File: src/rtl/lane_scheduler_rr.sv
// lane_scheduler_rr
//   Four-lane round-robin scheduler that merges lane byte streams into one
//   registered output stream. An arbitration win may lock the winning lane
//   for up to BURST consecutive beats.
//
// Parameters
//   IDLE_BYTE  filler byte driven on data_out when no beat is transferred
//   BURST      max consecutive beats per arbitration win (1..8)
//
// Ports
//   clk_4f                 clock, rising edge
//   reset                  synchronous, active-high
//   lane_en[3:0]           per-lane enable mask
//   data_0..data_3         lane payload bytes
//   valid_0..valid_3       lane offers a beat
//   ready_0..ready_3       combinational accept strobes (at most one high)
//   data_out               registered muxed byte
//   valid_out              registered flag, data_out is a real beat
//   lane_out               registered source lane of data_out
module lane_scheduler_rr #(
    parameter logic [7:0] IDLE_BYTE = 8'hBC,
    parameter int         BURST     = 1
) (
    input  logic       clk_4f,
    input  logic       reset,
    input  logic [3:0] lane_en,
    input  logic [7:0] data_0,
    input  logic [7:0] data_1,
    input  logic [7:0] data_2,
    input  logic [7:0] data_3,
    input  logic       valid_0,
    input  logic       valid_1,
    input  logic       valid_2,
    input  logic       valid_3,
    output logic       ready_0,
    output logic       ready_1,
    output logic       ready_2,
    output logic       ready_3,
    output logic [7:0] data_out,
    output logic       valid_out,
    output logic [1:0] lane_out
);
    localparam int NUM_LANES = 4;

    typedef enum logic {ARB, LOCK} state_t;

    state_t     r_state;
    logic [1:0] r_ptr;
    logic [1:0] r_owner;
    logic [2:0] r_cnt;

    logic [NUM_LANES-1:0] w_valid;
    logic [NUM_LANES-1:0] w_elig;
    logic [NUM_LANES-1:0] w_rdy;
    logic [7:0]           w_data [NUM_LANES];
    logic                 w_gnt_vld;
    logic [1:0]           w_gnt_idx;
    logic [1:0]           w_cand;
    logic                 w_xfer;
    logic                 w_last;

    assign w_valid   = {valid_3, valid_2, valid_1, valid_0};
    assign w_data[0] = data_0;
    assign w_data[1] = data_1;
    assign w_data[2] = data_2;
    assign w_data[3] = data_3;

    genvar k;
    generate
        for (k = 0; k < NUM_LANES; k++) begin : g_lane
            assign w_elig[k] = w_valid[k] & lane_en[k];
            assign w_rdy[k]  = ~reset & w_gnt_vld & (w_gnt_idx == 2'(k));
        end
    endgenerate

    assign ready_0 = w_rdy[0];
    assign ready_1 = w_rdy[1];
    assign ready_2 = w_rdy[2];
    assign ready_3 = w_rdy[3];

    // Grant selection. In ARB the loop runs from the farthest offset down to
    // offset 0 so the eligible lane closest to ptr is the last one written.
    always_comb begin
        w_gnt_vld = 1'b0;
        w_gnt_idx = r_ptr;
        w_cand    = r_ptr;
        if (r_state == LOCK) begin
            w_gnt_vld = w_elig[r_owner];
            w_gnt_idx = r_owner;
        end else begin
            for (int i = NUM_LANES - 1; i >= 0; i--) begin
                w_cand = r_ptr + 2'(i);
                if (w_elig[w_cand]) begin
                    w_gnt_vld = 1'b1;
                    w_gnt_idx = w_cand;
                end
            end
        end
    end

    assign w_xfer = w_gnt_vld & ~reset;
    // Widened so BURST=8 compares correctly against a 3-bit counter.
    assign w_last = (({1'b0, r_cnt} + 4'd1) == 4'(BURST));

    always_ff @(posedge clk_4f) begin
        if (reset) begin
            data_out  <= IDLE_BYTE;
            valid_out <= 1'b0;
            lane_out  <= 2'd0;
            r_ptr     <= 2'd0;
            r_owner   <= 2'd0;
            r_cnt     <= 3'd0;
            r_state   <= ARB;
        end else begin
            // Output stage: lane_out holds its last value on idle edges.
            if (w_xfer) begin
                data_out  <= w_data[w_gnt_idx];
                valid_out <= 1'b1;
                lane_out  <= w_gnt_idx;
            end else begin
                data_out  <= IDLE_BYTE;
                valid_out <= 1'b0;
            end

            case (r_state)
                ARB: begin
                    if (w_xfer) begin
                        if (BURST == 1) begin
                            r_ptr <= w_gnt_idx + 2'd1;
                        end else begin
                            r_owner <= w_gnt_idx;
                            r_cnt   <= 3'd1;
                            r_state <= LOCK;
                        end
                    end
                end
                LOCK: begin
                    // An owner that stops offering (or is disabled) forfeits
                    // the rest of its burst.
                    if (w_xfer && !w_last) begin
                        r_cnt <= r_cnt + 3'd1;
                    end else begin
                        r_ptr   <= r_owner + 2'd1;
                        r_cnt   <= 3'd0;
                        r_state <= ARB;
                    end
                end
                default: r_state <= ARB;
            endcase
        end
    end
endmodule

File: config.mk
export PLATFORM = sky130hd
export DESIGN_NAME = lane_scheduler_rr
export DESIGN_NICKNAME = d
export VERILOG_FILES = /design/src/rtl/lane_scheduler_rr.sv
export SDC_FILE = /design/constraint.sdc
export NUM_CORES = 1
export LEC_CHECK = 0
export BUFFER_PORTS_ARGS = -buffer_cell sky130_fd_sc_hd__clkbuf_2
export CORE_UTILIZATION = 50
export DETAILED_ROUTE_END_ITERATION = 16
export PLACE_DENSITY = 0.85
export SYNTH_ARGS = -nofsm -noshare
export SYNTH_HDL_FRONTEND = slang
export SYNTH_SLANG_ARGS = --single-unit
File: constraint.sdc
create_clock -name clk_4f -period 3 [get_ports clk_4f]
set_input_delay 0.3 -clock clk_4f [delete_from_list [all_inputs] [get_ports clk_4f]]
set_output_delay 0.3 -clock clk_4f [all_outputs]
set_load 0.03 [all_outputs]
==> results_dict.tcl, run 1 <==
set metrics [dict create \
    final_layout_size_suffix_gt1_share_pct 43.32 \
    cts_tree "built" \
    core-area_um2 2255 \
    areaGrowthSynthToFinish_pct 24.30 \
    period_share_pct 87.07 \
    min_path_type "input pin to flip-flop" \
    crit_fanout 11 \
    post_cts_resize_count 0 \
    fp.dieW_um 51.30 \
    r2r_start "r_ptr[1]$_SDFFE_PP0P_" \
    rsz0062_at_grt "no" \
    postLayoutCoreUtil_pct 66.98 \
    dieArea_um2 2631 \
    h-tree-depth 1 \
    swShare_pct 36.45 \
    tightest_slew_ns 0.4097 \
    yosysUniqueCellTypes 45 \
    async_flop_share_pct 0 \
    synth.area.top_cells "dfxtp_1 28%, ha_1 6.2%, mux2i_1 5.8%, a2111o_1 4.6%, mux2_2 4.6%" \
    critPathRequiredTime_ns 2.70 \
    ant_nets 0 \
    boundaryPins 57 \
    ff2ff_setup_slack_ns 0.64 \
    power_leakage_nw 0.7127 \
    core.rowCount 17 \
    p_int_mw 0.4041 \
    dpl.cell_count 211 \
    root_buffer "clkbuf_4" \
    antenna_found_initial 0 \
    whs_ns 0.2847 \
    power.density_nw_per_um2 421.1 \
    n_antenna_cell 0 \
    ir_drop_mv 0.3136 \
    endpoint_kind "output pin" \
    gp_congestion 0.8235 \
    cts.clk_slew.worst_paths_ns 0.10 \
    maxCapViolations 0 \
    ys_warn_count 0 \
    post-route-min-period_ns 2.612 \
    hpwlAfterDp_mm 2.344 \
    critPathLaunchType "flip-flop" \
    synth_most_common_cell "dfxtp_1" \
    slew_violations 0 \
    avgSynthCellArea_um2 9.274 \
    vias_per_cell 5.712 \
    finalSetupViolCount 0 \
    synth_seq_cells 17 \
    p_switching_mw 0.2318 \
    place_area_um2 1484 \
    overflow 0 \
    setup_ws_ns 0.3879 \
    synth.cell_area_um2 1215 \
    finalSetupTns_ns 0 \
    post_cts_buffers 0 \
    seq_power_share_pct 41.3 \
    synth_cells 131 \
    global_route.usage.total_pct 24.30 \
    stdcell_count 215 \
    io_buffers 56 \
    drt_iter0_drc 28 \
    synth_top_area_cell "dfxtp_1" \
    crit_start "r_ptr[1]$_SDFFE_PP0P_" \
    nets 236 \
    clkPwrFrac_pct 19.1 \
    n_fill_cell 198 \
    synth_seq_area_share_pct 28.01 \
    holdBufCountCts 0 \
    clkLatencyLatePin_ns 0.28 \
    synth-edff-count 0 \
    synth_commonest_cells "17 x dfxtp_1, 13 x nor2_1, 10 x nand2_1" \
    dp_slack_ns 0.6980 \
    crit_end "ready_2" \
    die_h_um 51.30 \
    cts_buffer_depth 2 \
    clock-sinks 17 \
    finalWirelength_mm 2.989 \
    arrival_ns 2.31 \
    relSlewSlack_pct 72.65 \
    skew_ns 0.0003937 \
    timing_worst_setup_path_type "flip-flop to output pin" \
    fmax_mhz 382.8 \
    synth_top_area_share_pct 28.01 \
    comb_power_share_pct 39.6 \
    numCtsBuffers 3 \
    vias 1228 \
    grt_start_max_net_pins 16 \
    status "finished, final reports clean" \
    r2r-end "r_ptr[1]$_SDFFE_PP0P_" \
    reg2reg_depth 8 \
    detail_route.wl_per_cell_um 13.90 \
    final_area_um2 1510 \
    initial_core_util_pct 53.88 \
    drc 0 \
    grt_pass1_wl_mm 4.933 \
    hold_violations 0 \
    fin_total_pwr_mw 0.6359 \
    first_global_vias 1129 \
    synth_fp_nets 179 \
    dr.pass1.iters 4 \
    synthFlopType "dfxtp_1" \
]
## final cells by class
type                    count  area [µm²]  area share, %
inverters                   6       25.02          1.657
repair buffers             58       295.3          19.55
clock buffers               4       26.28          1.740
multi-input cells         102       788.3          52.20
flip-flops and latches     17       340.3          22.54
well taps                  28       35.03          2.320
## power groups by stage
| stage | combinational (mW) | clock [mW] | sequential [mW] |
|---|---|---|---|
| floorplan | 0.155 | 0 | 0.300 |
| global placement | 0.241 | 0 | 0.266 |
| detailed placement | 0.250 | 0 | 0.268 |
| CTS | 0.251 | 0.125 | 0.263 |
| global route | 0.273 | 0.137 | 0.265 |
| finish | 0.252 | 0.122 | 0.262 |
## sequential cells by signal, summed over array words and instances, names as in the netlist
register,count
data_out,8
r_cnt,3
lane_out,2
r_ptr,2
r_state,1
valid_out,1
## worst max-delay path, stage by stage, from the launching register on
cell and delay (ns):
dfxtp_1 0.58, nand2_1 0.11, a221oi_1 0.33, or3_1 0.37, inv_4 0.11, ha_1 0.21, and2_1 0.13, clkbuf_2 0.19
## worst min path at each step
| stage | start | end | slack [ns] | cells after the start |
|---|---|---|---|---|
| final | data_2[1] | data_out[1]$_SDFF_PP0_ | 0.28 | 3 |
| after global routing | reset | r_cnt[1]$_SDFFE_PP0P_ | 0.31 | 2 |
| after CTS | data_2[1] | data_out[1]$_SDFF_PP0_ | 0.28 | 3 |
| after detailed placement | lane_out[0]$_SDFFE_PP0P_ | lane_out[0]$_SDFFE_PP0P_ | 0.49 | 2 |
| after global placement | lane_out[1]$_SDFFE_PP0P_ | lane_out[1]$_SDFFE_PP0P_ | 0.46 | 2 |
| after floorplan | data_2[1] | data_out[1]$_SDFF_PP0_ | 0.47 | 2 |
## cells by family (layout without fill, tap and decap cells)
logic type	Yosys count	in the layout	synth area share, %
flip-flops	17	17	28.01
AND/OR/NAND/NOR	48	48	19.67
multiplexers	14	14	13.18
buffers and inverters	12	68	7.106
AO/OA/AOI/OAI	34	34	25.85
adder cells (fa/ha/maj)	6	6	6.179
## layer usage
metal	vias up	routed length (µm)	global-route usage (%)
met5	-	0	0
li1	602	-	-
met4	0	37	7.658
met1	566	1245	28.57
met2	56	1544	44.30
met3	4	161	4.167
## cells in the final DEF (no fill, tap or decap), drive strengths merged, types with 5 or more instances in the layout
master and n:
clkbuf 60, dfxtp 17, nor2 13, nand2 11
and2 8, nand3 7, mux2i 7, ha 6
mux2 6, inv 6, a2111o 5, o211a 5
o21ai 5
Power figures use the tool's default switching activity.
==> run 2, diff against run 1 <==
--- a/config.mk
+++ b/config.mk
@@ -6,9 +6,10 @@
 export NUM_CORES = 1
 export LEC_CHECK = 0
 export BUFFER_PORTS_ARGS = -buffer_cell sky130_fd_sc_hd__clkbuf_2
-export CORE_UTILIZATION = 50
+export CORE_UTILIZATION = 46
 export DETAILED_ROUTE_END_ITERATION = 16
-export PLACE_DENSITY = 0.85
+export PLACE_DENSITY = 0.79
+export SETUP_SLACK_MARGIN = 0.15
 export SYNTH_ARGS = -nofsm -noshare
 export SYNTH_HDL_FRONTEND = slang
 export SYNTH_SLANG_ARGS = --single-unit
==> constraint.sdc (replaced) <==
create_clock -name clk_4f -period 2.6 [get_ports clk_4f]
set_input_delay 0.26 -clock clk_4f [delete_from_list [all_inputs] [get_ports clk_4f]]
set_output_delay 0.26 -clock clk_4f [all_outputs]
set_load 0.03 [all_outputs]
==> results_dict.tcl, run 2 (synthesized netlist as in run 1, its figures left out) <==
set metrics [dict create \
    critPathLaunchType "flip-flop" \
    comb_power_share_pct 39.0 \
    endpoint_kind "output pin" \
    boundaryPins 57 \
    p_int_mw 0.4658 \
    p_switching_mw 0.2721 \
    clkPwrFrac_pct 20.1 \
    gp_congestion 0.8230 \
    fmax_mhz 434.0 \
    whs_ns 0.2271 \
    min_from "data_2[1]" \
    layout_common_cells "56 x clkbuf_2, 16 x dfxtp_1, 13 x nor2_1, 10 x nand2_1" \
    swShare_pct 36.88 \
    worst_path_dominant_cell_family "simple AND/OR/NAND/NOR gates" \
    largest_reg_flops 8 \
    cts.clk_slew.worst_paths_ns 0.11 \
    status "finished, final reports clean" \
    global_route.usage.total_pct 21.79 \
    h-tree-depth 1 \
    nets 236 \
    clkLatencyLatePin_ns 0.29 \
    post-route-min-period_ns 2.304 \
    skew_ns 0.003087 \
    dieArea_um2 2850 \
    root_buffer "clkbuf_4" \
    grt_start_max_net_pins 16 \
    rsz0062_at_grt "no" \
    n_antenna_cell 0 \
    critPathRequiredTime_ns 2.34 \
    seq_power_share_pct 40.9 \
    areaGrowthSynthToFinish_pct 25.13 \
    ff2ff_setup_slack_ns 0.53 \
    cp_num_buf_inv 2 \
    period_share_pct 88.62 \
    r2r-end "r_ptr[1]$_SDFFE_PP0P_" \
    hold_violations 0 \
    io_buffers 56 \
    met1_usage_pct 25.26 \
    tightest_slew_ns 0.4957 \
    min_path_type "input pin to flip-flop" \
    ant_nets 0 \
    r2r_start "r_ptr[0]$_SDFFE_PP0P_" \
    relSlewSlack_pct 66.85 \
    numCtsBuffers 3 \
    grtUsageMet3_pct 5.747 \
    ir_drop_mv 0.3487 \
    fin_total_pwr_mw 0.7379 \
    arrival_ns 2.04 \
    worstHoldEndpoint "data_out[1]$_SDFF_PP0_" \
    initial_core_util_pct 49.04 \
    crit_fanout 9 \
    finalWirelength_mm 2.762 \
    drc 0 \
    hold_depth 3 \
    final_layout_size_suffix_gt1_share_pct 44.92 \
    vias_per_cell 5.396 \
    maxCapViolations 0 \
    postLayoutCoreUtil_pct 61.36 \
    top_regs "data_out (8), r_cnt (3)" \
    first_global_vias 1101 \
    core.rowCount 18 \
    top_register "data_out" \
    final_common_cell "clkbuf_2" \
    slowest_stage "dfxtp_1" \
    finalSetupViolCount 0 \
    dr.pass1.iters 4 \
    slew_violations 0 \
    antenna_found_initial 0 \
    finalSetupTns_ns 0 \
    hpwlAfterDp_mm 2.238 \
    fp.dieW_um 53.39 \
    reg2reg_depth 8 \
    power.density_nw_per_um2 485.4 \
    vias 1171 \
    grt_pass1_wl_mm 4.512 \
    gr-max-usage-layer "met2" \
    die_h_um 53.39 \
    overflow 0 \
    cts_tree "built" \
    drt_iter0_drc 23 \
    power_leakage_nw 0.7173 \
    detail_route.wl_per_cell_um 12.73 \
    clock-sinks 17 \
    post_cts_buffers 0 \
    cts_buffer_depth 2 \
    gr-usage-met2_pct 37.08 \
    core-area_um2 2477 \
    timing_worst_setup_path_type "flip-flop to output pin" \
    cpPeakStageDelay_ns 0.49 \
    worstPathCellList "or2_2 > o221ai_1 > or3_4 > inv_4 > ha_1 > and2_1 > clkbuf_2" \
]
-- run 2: changes by cell type in the layout (fill, tap and decap cells not counted), sizes merged --
cell / before / now
clkinv: 0 / 1
clkbuf: 60 / 59
-- run 2: tightest hold or removal path: cells and delay by family --
family,cells,cell delay [ns]
buffers and inverters,1,0.08
AOI/OAI and AO/OA,1,0.09
muxes,1,0.05
-- run 2: area by class of cell --
type	instances	area [µm²]
Fill cell	220	957.2
Multi-Input combinational cell	102	793.3
Sequential cell	17	341.6
Timing Repair Buffer	58	295.3
Tap cell	30	37.54
Inverter	6	25.02
Clock buffer	3	22.52
Clock inverter	1	5.005
-- run 2: how the worst max path moves through the flow --
stage,slack [ns],endpoint,depth (start not counted),start
2_1_floorplan,0.60,r_ptr[1]$_SDFFE_PP0P_,10,r_ptr[1]$_SDFFE_PP0P_
3_3_place_gp,0.40,r_ptr[1]$_SDFFE_PP0P_,8,r_ptr[1]$_SDFFE_PP0P_
3_5_place_dp,0.31,r_ptr[1]$_SDFFE_PP0P_,8,r_ptr[1]$_SDFFE_PP0P_
4_1_cts,0.19,ready_3,7,r_ptr[0]$_SDFFE_PP0P_
5_1_grt,0.18,ready_3,7,r_ptr[0]$_SDFFE_PP0P_
6_report,0.30,ready_3,7,r_ptr[0]$_SDFFE_PP0P_
-- run 2: metal layers --
| layer | routed length (µm) | part of all wire (%) |
|---|---|---|
| met3 | 178 | 6.4 |
| met1 | 1258 | 46 |
| met2 | 1299 | 47 |
| met4 | 25 | 0.91 |
| met5 | 0 | 0 |
-- run 2: timing repair --
item                       CTS  global route
setup endpoints to repair    4             4
hold buffers                 0             0
resized for setup            1             1
-- run 2: through the flow --
stage	setup WS [ns]	instance area (µm²)	instances
6_report	0.2959	1520	217
5_1_grt	0.1810	1520	217
2_1_floorplan	0.5963	1215	131
3_3_place_gp	0.3980	1486	213
3_5_place_dp	0.3119	1486	213
4_1_cts	0.1929	1515	217
-- run 2: power by group through the flow --
stage / Sequential [mW] / Clock [mW] / Combinational (mW)
2_1_floorplan: 0.346 / 0 / 0.179
3_3_place_gp: 0.307 / 0 / 0.279
3_5_place_dp: 0.308 / 0 / 0.286
4_1_cts: 0.302 / 0.152 / 0.287
5_1_grt: 0.305 / 0.166 / 0.316
6_report: 0.302 / 0.148 / 0.288
